### src/rtl/serial_adder_pkg.sv
// Shared types for the bit-serial adder: FSM state encoding and width limits.
package serial_adder_pkg;

    typedef enum logic [1:0] {
        IDLE  = 2'd0,
        SHIFT = 2'd1,
        DONE  = 2'd2
    } sadd_state_t;

    localparam int WIDTH_MAX = 32;

endpackage

### src/rtl/serial_adder_full_add.sv
// Single-bit full adder cell; combinational, same port shape as the half-cell family.
module full_add (
    input  logic a_i,
    input  logic b_i,
    input  logic c_i,
    output logic sum_o,
    output logic carry_o
);

    logic p;

    assign p       = a_i ^ b_i;
    assign sum_o   = p ^ c_i;
    assign carry_o = (a_i & b_i) | (c_i & p);

endmodule

### src/rtl/serial_adder.sv
// Bit-serial WIDTH-bit adder: LSB-first through one full-adder cell with a registered
// carry, result and carry-out presented alongside a one-cycle done strobe.
module serial_adder
    import serial_adder_pkg::*;
#(
    parameter int WIDTH = 8
) (
    input  logic             clk_i,
    input  logic             rst_i,
    input  logic             start_i,
    input  logic [WIDTH-1:0] a_i,
    input  logic [WIDTH-1:0] b_i,
    output logic             busy_o,
    output logic             done_o,
    output logic [WIDTH-1:0] sum_o,
    output logic             carry_o
);

    localparam int CW = (WIDTH > 1) ? $clog2(WIDTH) : 1;
    localparam logic [CW-1:0] CNT_LAST = CW'(WIDTH - 1);

    sadd_state_t      state;
    logic [WIDTH-1:0] a_r;
    logic [WIDTH-1:0] b_r;
    logic [WIDTH-1:0] acc;
    logic [WIDTH-1:0] acc_nxt;
    logic             c_r;
    logic [CW-1:0]    cnt;
    logic             s_bit;
    logic             c_bit;

    full_add u_fa (
        .a_i     (a_r[0]),
        .b_i     (b_r[0]),
        .c_i     (c_r),
        .sum_o   (s_bit),
        .carry_o (c_bit)
    );

    // Sum bit enters at the MSB; written as a shift of {s, acc} so WIDTH=1 needs no special case.
    assign acc_nxt = WIDTH'({s_bit, acc} >> 1);

    assign busy_o = (state != IDLE);
    assign done_o = (state == DONE);

    always_ff @(posedge clk_i or posedge rst_i) begin
        if (rst_i) begin
            state   <= IDLE;
            a_r     <= '0;
            b_r     <= '0;
            acc     <= '0;
            c_r     <= 1'b0;
            cnt     <= '0;
            sum_o   <= '0;
            carry_o <= 1'b0;
        end else begin
            case (state)
                IDLE: begin
                    if (start_i) begin
                        a_r   <= a_i;
                        b_r   <= b_i;
                        c_r   <= 1'b0;
                        cnt   <= '0;
                        state <= SHIFT;
                    end
                end
                SHIFT: begin
                    acc <= acc_nxt;
                    a_r <= a_r >> 1;
                    b_r <= b_r >> 1;
                    c_r <= c_bit;
                    cnt <= cnt + CW'(1);
                    // Outputs only move here, so they hold steady through the whole SHIFT phase.
                    if (cnt == CNT_LAST) begin
                        sum_o   <= acc_nxt;
                        carry_o <= c_bit;
                        state   <= DONE;
                    end
                end
                DONE:    state <= IDLE;
                default: state <= IDLE;
            endcase
        end
    end

endmodule

### config.mk
export PLATFORM = sky130hd
export DESIGN_NAME = serial_adder
export DESIGN_NICKNAME = d
export VERILOG_FILES = /design/src/rtl/serial_adder_pkg.sv /design/src/rtl/serial_adder_full_add.sv /design/src/rtl/serial_adder.sv
export SDC_FILE = /design/constraint.sdc
export NUM_CORES = 1
export LEC_CHECK = 0
export CAP_MARGIN = 15
export CORE_UTILIZATION = 40
export DETAILED_ROUTE_END_ITERATION = 8
export GPL_TIMING_DRIVEN = 0
export PLACE_DENSITY_LB_ADDON = 0.08
export SLEW_MARGIN = 20
export SYNTH_ARGS = -nofsm -noshare
export SYNTH_HDL_FRONTEND = slang
export SYNTH_SLANG_ARGS = --single-unit
### constraint.sdc
create_clock -name clk_i -period 3 [get_ports clk_i]
set_clock_uncertainty 0.05 [all_clocks]
set_input_delay 0.75 -clock clk_i [delete_from_list [all_inputs] [get_ports clk_i]]
set_output_delay 0.75 -clock clk_i [all_outputs]
set_load 0.01 [all_outputs]
[After elaboration in Yosys (flattened, before gate mapping)]
Cells that the tools add are included.
Cells by class
  add/sub/neg operators: 1
  magnitude comparators: 0
  bitwise operators: 5
  eq/ne operators: 5
  multiply operators: 0
  div/mod/pow operators: 0
  shift-type cells: 0
  multiplexer cells: 11
  reduce and logical (&&, ||, !) cells: 6
Operators with widths (number)
  $pmux 8 s2: 2
  $mux 8: 2
  $pmux 3 s2: 1
  $reduce_and 2->1: 3
  $mux 2: 2
  $ne 2x2->1 const B: 2
  $pmux 2 s2: 1
  $reduce_bool 2->1: 2
  $add 3x1->3 const B: 1
  $eq 3x3->1 const B: 1
  $mux 3: 1
  $and 1x1->1: 2
  $eq 2x1->1 const B: 1
  $eq 2x2->1 const B: 1
  $logic_not 2->1: 1
  $pmux 1 s2: 1
  $xor 1x1->1: 2
  $mux 1: 1
  $or 1x1->1: 1
Storage, ports and cells
  register bits: 39
  memories kept: 0
  input port bits: 19
  latch bits: 0
  RAM bits: 0
  word-level logic and storage cells: 36
  output and inout port bits: 11
  memory bits (read-only): 0

[Longest topological paths before layout]
Gate-level depths: netlist (run 1).
  depth after elaboration: 4
  mapped depth: 5
  depth with buffers taken out: 4

[Cells and area by module]
A second synthesis (run 1) with hierarchy kept.
Second synthesis, totals
  cell total of the unflattened synthesis: 130
  area, all modules: 1650.3 um2
By module, submodules not included
  serial_adder: sequential area each 950.9 um2, area an instance 1630.3 um2, cells each 129, instances 1
  full_add: sequential area each 0.0 um2, area an instance 20.0 um2, cells each 1, instances 1

[Least setup slack after synthesis (run 1)]
OpenSTA, ideal clock, no wires.
  kind: register to output
  start point: register state[1]
  end point: output done_o
  required time: 2.200 ns
  data arrival time: 0.926 ns
  setup slack: 1.274 ns
  buffers on the path: 2
  stages on the path, launching flop included: 4
  cells stage by stage: dfrtp_1 buf_2 buf_4 nor2b_1
On the way
  longest elaborated chain between the ends: 1
Ends and longest elaborated chain
  start: declaration: line serial_adder.sv:22  | sadd_state_t state;
  start signal: assignment: line serial_adder.sv:48  | state <= IDLE;
  start signal: assignment: line serial_adder.sv:64  | state <= SHIFT;
  start signal: assignment: line serial_adder.sv:77  | state <= DONE;
  $eq 2x2->1: line serial_adder.sv:44  | assign done_o = (state == DONE);
  end: declaration: line serial_adder.sv:14  | output logic done_o,
Every way passes these cells.

[Worst setup path after layout (run 1)]
Same ends and word-level chain as after synthesis.

==> results of run 1 <==
-- metal layers --
layer,track usage,wire length (um),vias up
li1,-,-,553
met3,0.05651,143,5
met2,0.2929,1601,33
met1,0.2143,1457,581
met5,0,0,-
met4,0.06649,35,0
-- cell usage in the layout, fill, tap and decap left out --
master,Yosys,final
clkinv_2,0,2
mux2_2,1,1
a222oi_1,6,6
o21bai_1,1,1
dfrtp_1,38,38
buf_4,1,1
a221oi_1,8,8
buf_12,0,1
a21oi_1,1,1
bufinv_16,0,1
nand3b_1,1,1
buf_6,2,2
clkdlybuf4s50_1,0,29
buf_2,3,3
clkbuf_8,0,5
a32o_1,2,2
nor2_2,1,1
nor2b_1,8,8
nor2_1,8,8
inv_2,2,3
ha_1,2,2
a22o_1,3,3
nand2b_1,3,3
fa_1,1,1
mux2_1,16,16
clkbuf_1,4,4
nor4b_1,8,8
inv_1,15,14
-- cell type report --
cell class,instances,area share
Inverter,17,0.02948
Clock inverter,3,0.01850
Clock buffer,5,0.03179
Sequential cell,38,0.4393
Timing Repair Buffer,30,0.1434
Buffer,10,0.02775
Multi-Input combinational cell,70,0.2809
Tap cell,50,0.02890
-- synthesized netlist by cell type --
master,instances
inv_2,2
buf_4,1
nor2b_1,8
nor2_2,1
inv_1,15
nand2b_1,3
buf_2,3
o21bai_1,1
nor2_1,8
a32o_1,2
mux2_1,16
mux2_2,1
a22o_1,3
fa_1,1
clkbuf_1,4
nor4b_1,8
ha_1,2
buf_6,2
nand3b_1,1
a221oi_1,8
a222oi_1,6
dfrtp_1,38
a21oi_1,1
-- flip-flops by register name, summed over array words and instances (netlist names) --
name / cells
carry_o: 1
a_r: 8
sum_o: 8
acc: 7
b_r: 8
c_r: 1
cnt: 3
state: 2
-- path summary, 6_finish.rpt --
path	cells after the start	slack, ns	end
setup / recovery	4	0.34	done_o
hold / removal	1	0.44	sum_o[0]
setup reg to reg	5	1.32	sum_o[6]
hold reg to reg	1	0.44	sum_o[0]
max in group asynchronous	3	1.80	sum_o[0]
min in group asynchronous	2	0.67	acc[5]
-- power by group through the flow --
| stage | registers (mW) | logic, mW | clock network (mW) |
|---|---|---|---|
| floorplan | 0.894 | 0.546 | 0 |
| global placement | 0.889 | 0.821 | 0 |
| detailed placement | 0.899 | 0.851 | 0 |
| CTS | 0.889 | 0.855 | 0.435 |
| global route | 0.922 | 0.944 | 0.460 |
| finish | 0.886 | 0.843 | 0.422 |
-- stage by stage --
stage                     hold WS, ns  instance area (um2)  setup WS [ns]  total power, mW  std cells
after floorplan                0.4003                 1683          1.274            1.439        135
final                          0.4379                 2165         0.3357            2.151        223
after detailed placement       0.4229                 2056         0.6747            1.750        215
after global routing           0.4689                 2165         0.2628            2.327        223
after global placement         0.4155                 2036         0.5422            1.709        214
after CTS                      0.4408                 2165         0.3432            2.178        223
-- critical path, delay by kind of cell, from the launching register on --
kind	cells	cell delay [ns]
flip-flops	1	0.40
buffers and inverters	3	1.02
AND/OR/NAND/NOR	1	0.15
-- cells by family (layout without fill, tap and decap cells) --
family | Yosys count | count (layout) | share of synthesized area
compound gates | 21 | 21 | 0.1123
flops | 38 | 38 | 0.5651
fa+ha+maj | 3 | 3 | 0.02676
buf+inv | 27 | 65 | 0.07360
simple gates | 29 | 29 | 0.1086
mux | 17 | 17 | 0.1138
==> metrics, run 1 <==
status=complete, no violations; Util after Layout=0.5373; WL per Instance=14.52 um; CTS Hold Bufs=0; Mapped Cells=135; first-pass GRT wire length=5740 um; post-detail-place hpwl=2209 um; CTS resizes=0; Via Count=1172; starting density of the core=0.4177; Worst Path Max Fanout=10; port bufs=29; routed vias/inst=5.256; Cell variety after synth=23; P_sw=689.6 uW; FF-to-FF Start=cnt[0]; Slew @ Worst Pin=0.4612 ns; Yosys reg bits=38; worst path required time=2.20 ns; Leak Pwr=0.9328 nW; CP peak stage delay=0.55 ns; share of cells above drive strength 1=0.1156; Multi-input gate area=608.1 um2; CTS tree=yes; register share of total power=0.412; fillcell total=357; Tot GR Track Use=0.1774; crit path launch type=flop; max cap viols=0; vias in the first global route=1232; RSZ-0062 raised after global routing=no; clock sinks=38; Switching Fraction=0.3206; Final Hold Fails=0; DIE HEIGHT=66.86 um; Final TNS setup=0 ns; DRC=0; setup violators final=0; core area=0.004029 mm2; register area share after synthesis=0.5651; pwr dens=993.8 mW/mm2; cts bufs inserted=5; antenna violations before repair=0; Post-Route WL=3238 um; DRT Pass-1 Iters=4; P_int=1.461 mW; area grow syn2layout=28.62%; total global routing overflow=0; FMAX=0.3753 GHz; Clk pwr share=0.196; Avg Inst Size Synth=12.47 um2; Critical Path Sink Type=primary output; H-tree levels=2; Clk pin slew, worst setup/hold paths=0.07 ns; Max Transition Viols Final=0; top cells by area, synth=dfrtp_1 57%, mux2_1 11%, a221oi_1 4.2%, nor4b_1 4.2%, a222oi_1 3.6%; nets=194; ant diodes=0; Synth warnings=0; Max VDD drop=0.5095 mV; Root Buffer=clkbuf_8; GP Congestion=0.6921; Die ar.=0.004470 mm2; combinational share of power=0.392; clock buffer depth=2; Synth area leader=dfrtp_1; clk_lat worst skew=0.29 ns; Setup Buffers After CTS=0; Mapped Area=0.001683 mm2; num ports=30; critical path cell sequence=buf_2, buf_4, nor2b_1, clkdlybuf4s50_1; largest net degree at the start of global routing=27; Min-Delay Path Class=reg2reg; post-route antenna net violation count=0; Crit Path Category=reg2out; Slew headroom=0.6926; FP Rows=23; register area=950.9 um2; fin crit share=0.8881; drt first-iter violations=71; Die Wd=66.86 um; share of the synthesized area in the top cell type=0.5651; Data arrival, critical path=1.86 ns; post-route minimum period=2.664 ns; total nets after synthesis=157; Worst Setup SP=state[1]; Worst Hold Launch=acc[1]; slowest CP cell=clkdlybuf4s50_1
(Power assumes the default switching activity.)
==> run 2: changes to the inputs <==
MAX_ROUTING_LAYER = met4   (was unset)
RECOVER_POWER = 50   (was unset)
==> run 2 against run 1 <==
  * Core utilization decreased by 0.37 points
  * Maximum frequency about the same
  * Count of clock-buffer cells in the layout did not move
  * Critical endpoint unchanged
  * Sequential cell count unchanged
  * Highest routed layer unchanged
  * First-iteration DRC count fell by 9.9%
  * Total power down 0.66%
  * Global-route usage rose by 0.48 points
==> metrics, run 2 (synthesis results as in run 1) <==
Min-Delay Path Class=reg2reg (unchanged); crit path launch type=flop (unchanged); Worst Path Max Fanout=10 (unchanged); Final Hold Fails=0 (unchanged); status=complete, no violations (unchanged); DRC=0 (unchanged); clock sinks=38 (unchanged); largest net degree at the start of global routing=27 (unchanged); Util after Layout=0.5335 (was 0.5373); RSZ-0062 raised after global routing=no (unchanged); antenna violations before repair=0 (unchanged); post-route antenna net violation count=0 (unchanged); commonest non-fill, non-tap cell in the layout=dfrtp_1 (unchanged); Tot GR Track Use=0.1822 (was 0.1774); Max VDD drop=0.5092 mV (was 0.5095 mV); CTS tree=yes (unchanged); Die ar.=0.004470 mm2 (unchanged); CTS resizes=0 (unchanged); num ports=30 (unchanged); first-pass GRT wire length=5747 um (was 5740 um); routed vias/inst=5.274 (was 5.256); Max Transition Viols Final=0 (unchanged); Root Buffer=clkbuf_8 (unchanged); vias in the first global route=1232 (unchanged); Clk pin slew, worst setup/hold paths=0.07 ns (about the same); pwr dens=994.1 mW/mm2 (was 993.8 mW/mm2); fillcell total=359 (was 357); setup violators final=0 (unchanged); worst path required time=2.20 ns (about the same); FMAX=0.3753 GHz (about the same); most frequent cells in the layout=38 x dfrtp_1, 28 x clkdlybuf4s50_1, 16 x mux2_1, 15 x inv_1 (was 38 x dfrtp_1, 29 x clkdlybuf4s50_1, 16 x mux2_1, 14 x inv_1); area grow syn2layout=27.73% (was 28.62%); Final TNS setup=0 ns (unchanged); Critical Path Sink Type=primary output (unchanged); drt first-iter violations=64 (was 71); ant diodes=0 (unchanged); Slew headroom=0.2019 (was 0.6926); Largest regs=a_r (8), b_r (8), sum_o (8) (unchanged); GP Congestion=0.6995 (was 0.6921); nets=194 (unchanged); clk_lat worst skew=0.29 ns (about the same); Die Wd=66.86 um (unchanged); starting density of the core=0.4177 (unchanged); Crit Path Category=reg2out (unchanged); Slew @ Worst Pin=1.197 ns (was 0.4612 ns); Data arrival, critical path=1.86 ns (about the same); fin crit share=0.8881 (about the same); port bufs=29 (unchanged); total global routing overflow=0 (unchanged); H-tree levels=2 (unchanged); CTS Hold Bufs=0 (unchanged); Via Count=1176 (was 1172); post-route minimum period=2.664 ns (about the same); max cap viols=0 (unchanged); WL per Instance=14.67 um (was 14.52 um); design area=0.002150 mm2 (was 0.002165 mm2); hold_ws=0.4375 ns (was 0.4379 ns); Setup Buffers After CTS=0 (unchanged); DRT Pass-1 Iters=5 (was 4); core area=0.004029 mm2 (unchanged); post-detail-place hpwl=2209 um (unchanged); DIE HEIGHT=66.86 um (unchanged); share of cells above drive strength 1=0.09827 (was 0.1156); clock buffer depth=2 (unchanged); dpl cell area=0.002056 mm2 (unchanged); Leak Pwr=0.9329 nW (was 0.9328 nW); Post-Route WL=3272 um (was 3238 um); FP Rows=23 (unchanged); cts bufs inserted=5 (unchanged)
run 2: changes by cell type in the layout (fill, tap and decap cells not counted):
cell | previous run | this run
buf_12 | 1 | 0
buf_6 | 2 | 1
dlymetal6s4s_1 | 0 | 1
dlygate4sd3_1 | 0 | 1
inv_2 | 3 | 2
inv_1 | 14 | 15
clkdlybuf4s50_1 | 29 | 28
clkbuf_1 | 4 | 5
run 2: worst paths after layout:
check                          from       end  slack, ns  cells after the start
max reg2reg                  cnt[0]  sum_o[6]       1.32                      5
min                          acc[1]  sum_o[0]       0.44                      1
max in group asynchronous     rst_i  sum_o[0]       0.48                      3
max                        state[1]    done_o       0.34                      4
min reg2reg                  acc[1]  sum_o[0]       0.44                      1
min in group asynchronous     rst_i    acc[5]       0.86                      2
run 2: per-stage QoR:
step	total power [mW]	worst slack, ns	cells
after CTS	2.178	0.3432	223
after floorplan	1.439	1.274	135
final	2.137	0.3357	223
after global routing	2.312	0.1487	223
after global placement	1.709	0.5422	214
after detailed placement	1.750	0.6747	215
run 2: cell type report:
type	count	area (um2)	share of cell area
sequential	38	950.9	0.4424
multi-input combinational	70	608.1	0.2829
timing repair buffer	30	302.8	0.1409
clock buffer	5	68.82	0.03201
inverter	17	63.81	0.02969
tap	50	62.56	0.02910
buffer	10	52.55	0.02445
clock inverter	3	40.04	0.01863
run 2: where the power goes:
group,switching [mW],internal (mW)
clock network,0.176,0.245
registers,0.127,0.759
logic,0.386,0.445
run 2: critical path, cell delays in order (launching register included):
cell and delay [ns]:
dfrtp_1 0.41, buf_2 0.26, buf_4 0.21, nor2b_1 0.15, clkdlybuf4s50_1 0.55
run 2: routing by layer:
metal / up-vias / share of wire / global-route usage
li1: 553 / - / -
met5: - / 0 / -
met3: 5 / 0.053 / 0.05651
met1: 564 / 0.44 / 0.2143
met2: 54 / 0.49 / 0.2929
met4: 0 / 0.010 / 0.06649
